$ cat config.mk
export PLATFORM = sky130hd
export DESIGN_NAME = spi_tx_fifo_flat
export DESIGN_NICKNAME = d
export VERILOG_FILES = /design/src/rtl/spi_tx_fifo_pkg.sv /design/src/rtl/spi_tx_fifo_if.sv /design/src/rtl/spi_fifo_mem.sv /design/src/rtl/spi_tx_fifo.sv /design/src/flat_wrapper.sv
export SDC_FILE = /design/constraint.sdc
export NUM_CORES = 1
export LEC_CHECK = 0
export CORE_ASPECT_RATIO = 1.5
export CORE_MARGIN = 4
export CORE_UTILIZATION = 40
export CTS_BUF_LIST = sky130_fd_sc_hd__clkbuf_4 sky130_fd_sc_hd__clkbuf_8
export DETAILED_ROUTE_END_ITERATION = 8
export GPL_TIMING_DRIVEN = 0
export PLACE_DENSITY = 0.63
export SETUP_SLACK_MARGIN = 0.5
export SLEW_MARGIN = 30
export SYNTH_ARGS = -nofsm -noshare
export SYNTH_HDL_FRONTEND = slang
export SYNTH_HIERARCHICAL = 1
export SYNTH_SLANG_ARGS = --single-unit
$ cat constraint.sdc
create_clock -name pclk -period 8 [get_ports pclk]
set_input_delay 1.6 -clock pclk [delete_from_list [all_inputs] [get_ports pclk]]
set_output_delay 1.6 -clock pclk [all_outputs]
set_load 0.005 [all_outputs]
$ cat src/rtl/spi_tx_fifo_pkg.sv
// Shared types and constants for the SPI transmit FIFO.
// Status struct carries FIFO flags into the SPI status register.
package spi_tx_fifo_pkg;

  localparam int TFIFO_DATA_WIDTH = 32;
  localparam int TFIFO_DEPTH      = 16;
  localparam int TFIFO_AW         = $clog2(TFIFO_DEPTH);

  typedef struct packed {
    logic                full;
    logic                empty;
    logic                thresh_hit;
    logic                ovf;
    logic [TFIFO_AW:0]   level;
  } tfifo_status_t;

  function automatic tfifo_status_t tfifo_pack_status(
    input logic              full,
    input logic              empty,
    input logic              thresh_hit,
    input logic              ovf,
    input logic [TFIFO_AW:0] level
  );
    tfifo_status_t s;
    s.full       = full;
    s.empty      = empty;
    s.thresh_hit = thresh_hit;
    s.ovf        = ovf;
    s.level      = level;
    return s;
  endfunction

endpackage

$ cat src/rtl/spi_tx_fifo_if.sv
// Push/pop/status bundle between APB slave, TX FIFO and shift engine.
// Underrun signals exist only when SPI_TX_FIFO_UNDERRUN_EN is defined.
interface spi_tx_fifo_if
  import spi_tx_fifo_pkg::*;
#(
  parameter int DATA_WIDTH = TFIFO_DATA_WIDTH,
  parameter int DEPTH      = TFIFO_DEPTH
);
  localparam int AW = $clog2(DEPTH);

  logic                  wr_en;
  logic [DATA_WIDTH-1:0] wr_data;
  logic                  flush;
  logic                  rd_ready;
  logic                  rd_valid;
  logic [DATA_WIDTH-1:0] rd_data;
  logic                  full;
  logic                  empty;
  logic [AW:0]           level;
  logic [AW:0]           thresh;
  logic                  thresh_hit;
  logic                  ovf;
  logic                  ovf_clr;
`ifdef SPI_TX_FIFO_UNDERRUN_EN
  logic                  udr;
  logic                  udr_clr;
`endif

  modport master (
    output wr_en, wr_data, flush, rd_ready, thresh, ovf_clr,
`ifdef SPI_TX_FIFO_UNDERRUN_EN
    output udr_clr,
    input  udr,
`endif
    input  rd_valid, rd_data, full, empty, level, thresh_hit, ovf
  );

  modport slave (
    input  wr_en, wr_data, flush, rd_ready, thresh, ovf_clr,
`ifdef SPI_TX_FIFO_UNDERRUN_EN
    input  udr_clr,
    output udr,
`endif
    output rd_valid, rd_data, full, empty, level, thresh_hit, ovf
  );

endinterface

$ cat src/rtl/spi_fifo_mem.sv
// DEPTH x DATA_WIDTH register file: synchronous write, asynchronous read.
// Contents are intentionally not reset; shared by the TX and RX FIFOs.
module spi_fifo_mem #(
  parameter  int DATA_WIDTH = 32,
  parameter  int DEPTH      = 16,
  localparam int AW         = $clog2(DEPTH)
) (
  input  logic                  clk,
  input  logic                  we,
  input  logic [AW-1:0]         waddr,
  input  logic [DATA_WIDTH-1:0] wdata,
  input  logic [AW-1:0]         raddr,
  output logic [DATA_WIDTH-1:0] rdata
);

  logic [DATA_WIDTH-1:0] mem [DEPTH];

  always_ff @(posedge clk) begin
    if (we) begin
      mem[waddr] <= wdata;
    end
  end

  assign rdata = mem[raddr];

endmodule

$ cat src/rtl/spi_tx_fifo.sv
// SPI transmit FIFO: first-word-fall-through, wrap-bit pointers, sticky overflow.
// Optional sticky underrun flag enabled by defining SPI_TX_FIFO_UNDERRUN_EN.
module spi_tx_fifo
  import spi_tx_fifo_pkg::*;
#(
  parameter int DATA_WIDTH = TFIFO_DATA_WIDTH,
  parameter int DEPTH      = TFIFO_DEPTH
) (
  input  logic          pclk,
  input  logic          preset_n,
  spi_tx_fifo_if.slave  fifo_if
);

  localparam int AW = $clog2(DEPTH);
  localparam logic [AW:0] PTR_ONE = (AW+1)'(1);

  logic [AW:0] wptr;
  logic [AW:0] rptr;
  logic [AW:0] level;
  logic        full;
  logic        empty;
  logic        pop_req;
  logic        pop;
  logic        push;
  logic        ovf_set;
  logic        ovf_q;

  // Pointers carry one extra wrap bit so full and empty are distinguishable
  assign level   = wptr - rptr;
  assign empty   = (wptr == rptr);
  assign full    = (wptr[AW] != rptr[AW]) && (wptr[AW-1:0] == rptr[AW-1:0]);

  // A full FIFO still accepts a push when the head leaves in the same cycle
  assign pop_req = !empty && fifo_if.rd_ready;
  assign pop     = pop_req && !fifo_if.flush;
  assign push    = fifo_if.wr_en && !fifo_if.flush && (!full || pop_req);
  assign ovf_set = fifo_if.wr_en && !fifo_if.flush && full && !pop_req;

  always_ff @(posedge pclk or negedge preset_n) begin
    if (!preset_n) begin
      wptr <= '0;
      rptr <= '0;
    end else if (fifo_if.flush) begin
      wptr <= '0;
      rptr <= '0;
    end else begin
      if (push) begin
        wptr <= wptr + PTR_ONE;
      end
      if (pop) begin
        rptr <= rptr + PTR_ONE;
      end
    end
  end

  // Set has priority over clear so a colliding overflow is never lost
  always_ff @(posedge pclk or negedge preset_n) begin
    if (!preset_n) begin
      ovf_q <= 1'b0;
    end else if (ovf_set) begin
      ovf_q <= 1'b1;
    end else if (fifo_if.ovf_clr) begin
      ovf_q <= 1'b0;
    end
  end

`ifdef SPI_TX_FIFO_UNDERRUN_EN
  logic udr_set;
  logic udr_q;

  assign udr_set = fifo_if.rd_ready && empty && !fifo_if.flush;

  always_ff @(posedge pclk or negedge preset_n) begin
    if (!preset_n) begin
      udr_q <= 1'b0;
    end else if (udr_set) begin
      udr_q <= 1'b1;
    end else if (fifo_if.udr_clr) begin
      udr_q <= 1'b0;
    end
  end

  assign fifo_if.udr = udr_q;
`endif

  spi_fifo_mem #(
    .DATA_WIDTH (DATA_WIDTH),
    .DEPTH      (DEPTH)
  ) u_mem (
    .clk   (pclk),
    .we    (push),
    .waddr (wptr[AW-1:0]),
    .wdata (fifo_if.wr_data),
    .raddr (rptr[AW-1:0]),
    .rdata (fifo_if.rd_data)
  );

  assign fifo_if.rd_valid   = !empty;
  assign fifo_if.full       = full;
  assign fifo_if.empty      = empty;
  assign fifo_if.level      = level;
  assign fifo_if.thresh_hit = (level <= fifo_if.thresh);
  assign fifo_if.ovf        = ovf_q;

endmodule

$ cat src/flat_wrapper.sv
// flat-port wrapper written by rule: the top's interface ports become plain ports
module spi_tx_fifo_flat import spi_tx_fifo_pkg::*;
#(
  parameter int DATA_WIDTH = TFIFO_DATA_WIDTH,
  parameter int DEPTH      = TFIFO_DEPTH
)
  (pclk, preset_n, fifo_if_wr_en, fifo_if_wr_data, fifo_if_flush, fifo_if_rd_ready, fifo_if_thresh, fifo_if_ovf_clr, fifo_if_rd_valid, fifo_if_rd_data, fifo_if_full, fifo_if_empty, fifo_if_level, fifo_if_thresh_hit, fifo_if_ovf);
  spi_tx_fifo_if #(.DATA_WIDTH(DATA_WIDTH), .DEPTH(DEPTH)) fifo_if_i ();
  input  logic pclk;
  input  logic preset_n;
  input wire logic [$bits(fifo_if_i.wr_en)-1:0] fifo_if_wr_en;
  input wire logic [$bits(fifo_if_i.wr_data)-1:0] fifo_if_wr_data;
  input wire logic [$bits(fifo_if_i.flush)-1:0] fifo_if_flush;
  input wire logic [$bits(fifo_if_i.rd_ready)-1:0] fifo_if_rd_ready;
  input wire logic [$bits(fifo_if_i.thresh)-1:0] fifo_if_thresh;
  input wire logic [$bits(fifo_if_i.ovf_clr)-1:0] fifo_if_ovf_clr;
  output wire logic [$bits(fifo_if_i.rd_valid)-1:0] fifo_if_rd_valid;
  output wire logic [$bits(fifo_if_i.rd_data)-1:0] fifo_if_rd_data;
  output wire logic [$bits(fifo_if_i.full)-1:0] fifo_if_full;
  output wire logic [$bits(fifo_if_i.empty)-1:0] fifo_if_empty;
  output wire logic [$bits(fifo_if_i.level)-1:0] fifo_if_level;
  output wire logic [$bits(fifo_if_i.thresh_hit)-1:0] fifo_if_thresh_hit;
  output wire logic [$bits(fifo_if_i.ovf)-1:0] fifo_if_ovf;
  assign fifo_if_i.wr_en = fifo_if_wr_en;
  assign fifo_if_i.wr_data = fifo_if_wr_data;
  assign fifo_if_i.flush = fifo_if_flush;
  assign fifo_if_i.rd_ready = fifo_if_rd_ready;
  assign fifo_if_i.thresh = fifo_if_thresh;
  assign fifo_if_i.ovf_clr = fifo_if_ovf_clr;
  assign fifo_if_rd_valid = fifo_if_i.rd_valid;
  assign fifo_if_rd_data = fifo_if_i.rd_data;
  assign fifo_if_full = fifo_if_i.full;
  assign fifo_if_empty = fifo_if_i.empty;
  assign fifo_if_level = fifo_if_i.level;
  assign fifo_if_thresh_hit = fifo_if_i.thresh_hit;
  assign fifo_if_ovf = fifo_if_i.ovf;
  spi_tx_fifo #(.DATA_WIDTH(DATA_WIDTH), .DEPTH(DEPTH)) u_core (.pclk(pclk), .preset_n(preset_n), .fifo_if(fifo_if_i));
endmodule
==> metrics.yaml, run 1 <==
synth_edf_count: 512
holdBufCountCts: 0
dp_hpwl_um: 29730
antenna_found_initial: 1
hold_path_class: "reg -> reg"
final_cell_mix: "edfxtp_1 (512), mux4_2 (128), clkdlybuf4s50_1 (84)"
synthArstFlopShare_pct: 2.103
globalRouteTotalUtil_pct: 16.82
grt_max_degree: 19
clk_pin_slew_ns: 0.06
die_y_um: 282.4
grt_pass1_vias: 10617
power.density_nw_per_um2: 245.8
relSlewSlack_pct: 40.57
required_ns: 6.40
drtAntennaViolNets: 0
drc: 0
postCtsSetupRepairBufs: 0
critPathBufInv: 3
vias_per_cell: 5.325
p_leak_nw: 7.527
max_stage_delay_ns: 0.58
critPathMaxFanout: 10
cap_violations: 0
clock_sinks: 523
min_period_over_period_pct: 64.04
io_buffers: 84
grt_pass1_wl_um: 66850
fin_nets: 1160
synth_ff_type: "edfxtp_1"
path_delay_family: "adder cells"
syn2layout_area_growth_pct: 19.69
slew_violations: 0
syn-cell-area_um2: 20080
cts-root-buf: "clkbuf_8"
core-area_um2: 49670
drt_iter0_drc: 780
cts_tree: "built"
clock_latency_ns: 0.62
criticalPathCategory: "reg -> out"
path_cells: "inv_1 > ha_1 > inv_1 > fa_1 > ha_1 > nor2b_1 > o21a_1 > o21ai_0 > a21o_1 > clkdlybuf4s50_1"
crit_arrival_ns: 3.52
worst_path_max_delay_cell: "dfrtp_1"
netlist_instances: 899
avgRoutedWirePerCell_um: 24.21
die_w_um: 190.9
cp-end-kind: "output port"
period_needed_ns: 5.123
clock.fmax_ghz: 0.1952
vdd_drop_max_v: 0.0001102
rsz0062_at_grt: "false"
fin_ws_ns: 2.877
ys_ff_latch: 523
via_count: 9718
layout_commonest_cell: "edfxtp_1"
rows: 100
final_hold_viol_count: 0
fin_area_um2: 24030
syn_nets: 954
drive_above_1_share_pct: 27.56
cts_max_path_buffers: 3
firstDrtPassIters: 5
cts_resized: 0
worst_pin_slew_ns: 0.8915
synth.distinct_cells: 38
start_kind: "flip-flop"
dieArea_um2: 53910
ys_seq_area_share_pct: 77.95
clock_skew_ns: 0.01374
cts_buffers: 76
avgSynthCellArea_um2: 22.33
status: "completed"
yosys_warnings: 6
gp_congestion: 0.7028
dpl_cell_area_um2: 22600
finalWirelength_um: 44180
ios: 85
grt_overflow: 0
start_util_pct: 40.42
htree_levels: 3
setup_viol: 0
place_ws_ns: 2.952
==> path summary, 6_finish.rpt <==
kind | endpoint | slack (ns) | startpoint | cells past startpoint
max | fifo_if_thresh_hit | 2.88 | u_core/wptr[0] | 10
min | u_core/wptr[4] | 0.64 | u_core/wptr[4] | 2
max reg2reg | u_core/u_mem/mem[0][14] | 4.30 | u_core/wptr[0] | 9
min reg2reg | u_core/wptr[4] | 0.64 | u_core/wptr[4] | 2
max in group asynchronous | u_core/rptr[3] | 6.34 | preset_n | 1
min in group asynchronous | u_core/wptr[4] | 1.32 | preset_n | 1
==> Yosys cell counts, types with 7 or more instances <==
cell type	count	area share [%]
edfxtp_1	512	77
inv_1	13	0.24
xnor2_1	7	0.31
ha_1	11	0.69
nor2_1	25	0.47
dfrtp_1	11	1.4
clkbuf_1	18	0.34
buf_4	11	0.41
buf_1	9	0.17
nand2_1	35	0.65
a22oi_1	64	2.4
mux4_2	128	14
==> registers in the layout (all words and copies together), names as in the netlist <==
register	count
u_core/fifo_if.ovf	1
u_core/rptr	5
u_core/u_mem/mem	512
u_core/wptr	5
==> per-stage QoR <==
stage / cells / power, mW / TNS (ns) / utilization (%) / hold slack, ns
2_1_floorplan: 899 / 3.631 / 0 / - / 0.5719
3_3_place_gp: 1646 / 3.960 / -23.38 / 43.78 / 0.6219
3_5_place_dp: 1690 / 3.978 / 0 / 45.49 / 0.6313
4_1_cts: 1824 / 5.985 / 0 / 48.37 / 0.6397
5_1_grt: 1825 / 6.169 / 0 / 48.38 / 0.6670
6_report: 1825 / 5.906 / 0 / 48.38 / 0.6380
==> where the power goes <==
part / internal (mW) / switching, mW / total (mW)
combinational: 0.456 / 0.398 / 0.853
sequential: 3.03 / 0.0119 / 3.04
clock: 1.04 / 0.966 / 2.01
total: 4.53 / 1.38 / 5.91
==> final cells by class <==
type	count	area, um^2
Antenna cell	1	2.502
Buffer	44	226.5
Clock buffer	93	1186
Clock inverter	41	244.0
Fill cell	4055	25640
Inverter	13	48.80
Multi-Input combinational cell	319	4262
Sequential cell	523	15650
Tap cell	663	829.5
Timing Repair Buffer	128	1582
==> kinds of logic (layout without fill, tap and decap cells) <==
kind of cell | Yosys count | count (layout) | share of synthesized area [%]
flops | 523 | 523 | 77.95
buf+inv | 57 | 319 | 1.371
mux | 130 | 130 | 14.46
simple gates | 83 | 83 | 1.832
compound gates | 82 | 82 | 3.041
other cells | 0 | 1 | 0
fa+ha+maj | 12 | 12 | 0.7852
xor+xnor | 12 | 12 | 0.5609
==> layer usage <==
metal  up-vias  wire length [um]  GRT usage (%)  share of wire [%]
met4         0               986          5.546                2.2
met1      5144             17140          20.90                 39
li1       4217                 -              -                  -
met3        62              2126          3.099                4.8
met5         -                 0              0                  0
met2       295             23920          29.93                 54
==> worst min-delay path: cells and delay by family, from the launching register on <==
| kind | cells | cell delay, ns |
|---|---|---|
| xor gates and xnor gates | 1 | 0.14 |
| DFF | 1 | 0.43 |
| and+or+nand+nor | 1 | 0.04 |
Power figures use the tool's default switching activity.
==> run 2: changes to the inputs <==
- clock period: 8 -> 5 ns (I/O delays scaled with it)
==> run 2 against run 1 <==
  * Worst setup slack got worse by 2.3 ns
  * Design area increased by 0.17%
  * Worst hold slack got worse by 0.030 ns
==> metrics.yaml, run 2 (synthesis results as in run 1) <==
status: "completed"
grt_pass1_wl_um: 68050
globalRouteTotalUtil_pct: 17.22
cap_violations: 0
top_register: "u_core/u_mem/mem"
antenna_found_initial: 3
rsz0062_at_grt: "false"
critPathMaxFanout: 10
dpl_cell_area_um2: 22650
vdd_drop_max_v: 0.0001766
cts-root-buf: "clkbuf_8"
cp-end-kind: "output port"
fin_nets: 1162
grt_max_degree: 17
drive_above_1_share_pct: 28.97
required_ns: 4.00
clk_pin_slew_ns: 0.06
rows: 100
ios: 85
cts_buffers: 74
final_cells: 1818
clock_latency_ns: 0.62
final_cell_mix: "edfxtp_1 (512), mux4_2 (128), clkdlybuf4s50_1 (84)"
syn2layout_area_growth_pct: 19.89
dieArea_um2: 53910
setup_viol: 0
post-place-cells: 1690
min_period_over_period_pct: 87.84
start_kind: "flip-flop"
via_count: 9822
drt_iter0_drc: 880
drc: 0
die_y_um: 282.4
layout_commonest_cell: "edfxtp_1"
largest_reg_flops: 512
period_needed_ns: 4.392
criticalPathCategory: "reg -> out"
io_buffers: 84
clock.fmax_ghz: 0.2277
clock_skew_ns: 0.02521
crit_arrival_ns: 3.39
fill_cells: 4042
drtAntennaViolNets: 0
relSlewSlack_pct: 45.21
die_w_um: 190.9
start_util_pct: 40.42
clock_sinks: 523
top_regs: "u_core/u_mem/mem (512), u_core/rptr (5), u_core/wptr (5)"
firstDrtPassIters: 5
grt_overflow: 0
grt_pass1_vias: 10671
p_leak_nw: 7.560
fin_area_um2: 24070
finalWirelength_um: 45350
dp_hpwl_um: 30150
final_hold_viol_count: 0
htree_levels: 3
power.density_nw_per_um2: 389.4
cts_max_path_buffers: 3
worst_pin_slew_ns: 0.8218
avgRoutedWirePerCell_um: 24.95
core-area_um2: 49670
slew_violations: 0
vias_per_cell: 5.403
cts_tree: "built"
hold_path_class: "reg -> reg"
gp_congestion: 0.7256
[run 2: worst paths after layout]
kind | startpoint | to | slack [ns] | cells after the start
hold reg to reg | u_core/fifo_if.ovf | u_core/fifo_if.ovf | 0.61 | 2
min in group asynchronous | preset_n | u_core/rptr[4] | 0.72 | 1
max in group asynchronous | preset_n | u_core/wptr[0] | 3.90 | 1
hold / removal | u_core/fifo_if.ovf | u_core/fifo_if.ovf | 0.61 | 2
setup / recovery | u_core/rptr[1] | fifo_if_rd_data[27] | 0.61 | 6
setup reg to reg | u_core/wptr[1] | u_core/u_mem/mem[0][30] | 1.55 | 8
[run 2: per-stage QoR]
step / total power, mW / setup TNS (ns) / setup slack, ns / util [%] / hold slack, ns
6_report: 9.372 / 0 / 0.6078 / 48.46 / 0.6077
5_1_grt: 9.780 / 0 / 0.4926 / 48.45 / 0.6377
2_1_floorplan: 5.809 / 0 / 0.7738 / - / 0.5719
3_5_place_dp: 6.357 / 0 / 1.041 / 45.60 / 0.5865
3_3_place_gp: 6.323 / -569.90 / -2.856 / 43.79 / 0.5815
4_1_cts: 9.493 / 0 / 0.5189 / 48.38 / 0.6116
[run 2: critical path, cell delays in order (launching register included)]
cell	delay [ns]
dfrtp_1	0.52
buf_2	0.33
buf_1	0.66
mux4_2	0.42
a22oi_1	0.22
nand2_1	0.14
clkdlybuf4s50_1	0.48
[run 2: repair_timing]
item / in CTS / in global routing
buffers inserted: 0 / 4
endpoints found under the setup margin: 9 / 1
hold buffers: 0 / 0
pin swaps: 0 / 2
resized for setup: 10 / 1
[run 2: routing by layer]
metal	up-vias	track usage, %	share of wire (%)
met5	-	0	0.029
met2	313	30.55	54
met3	59	3.259	5.5
met1	5231	21.46	38
met4	2	5.583	2.1
li1	4217	-	-
[run 2: area by class of cell]
| cell class | count | area (um^2) | area share [%] |
|---|---|---|---|
| well taps | 663 | 829.5 | 3.446 |
| plain buffers | 44 | 252.7 | 1.050 |
| diodes | 2 | 5.005 | 0.02079 |
| inverters | 13 | 48.80 | 0.2027 |
| clock buffers | 104 | 1262 | 5.245 |
| flip-flops and latches | 523 | 15650 | 65.02 |
| clock inverters | 18 | 92.59 | 0.3847 |
| multi-input cells | 319 | 4270 | 17.74 |
| repair buffers | 132 | 1658 | 6.887 |
[run 2: power breakdown]
| group | leakage, nW | total [mW] | internal (mW) | switching, mW |
|---|---|---|---|---|
| sequential | 4.76 | 4.87 | 4.85 | 0.0207 |
| combinational | 2.08 | 1.37 | 0.738 | 0.632 |
| clock | 0.722 | 3.13 | 1.62 | 1.51 |
| total | 7.56 | 9.37 | 7.21 | 2.17 |
==> run 3: changes to the inputs <==
- TNS_END_PERCENT: default -> 100
==> results of run 3 <==
The final DEF is identical to that of run 2; final timing and power are the same.
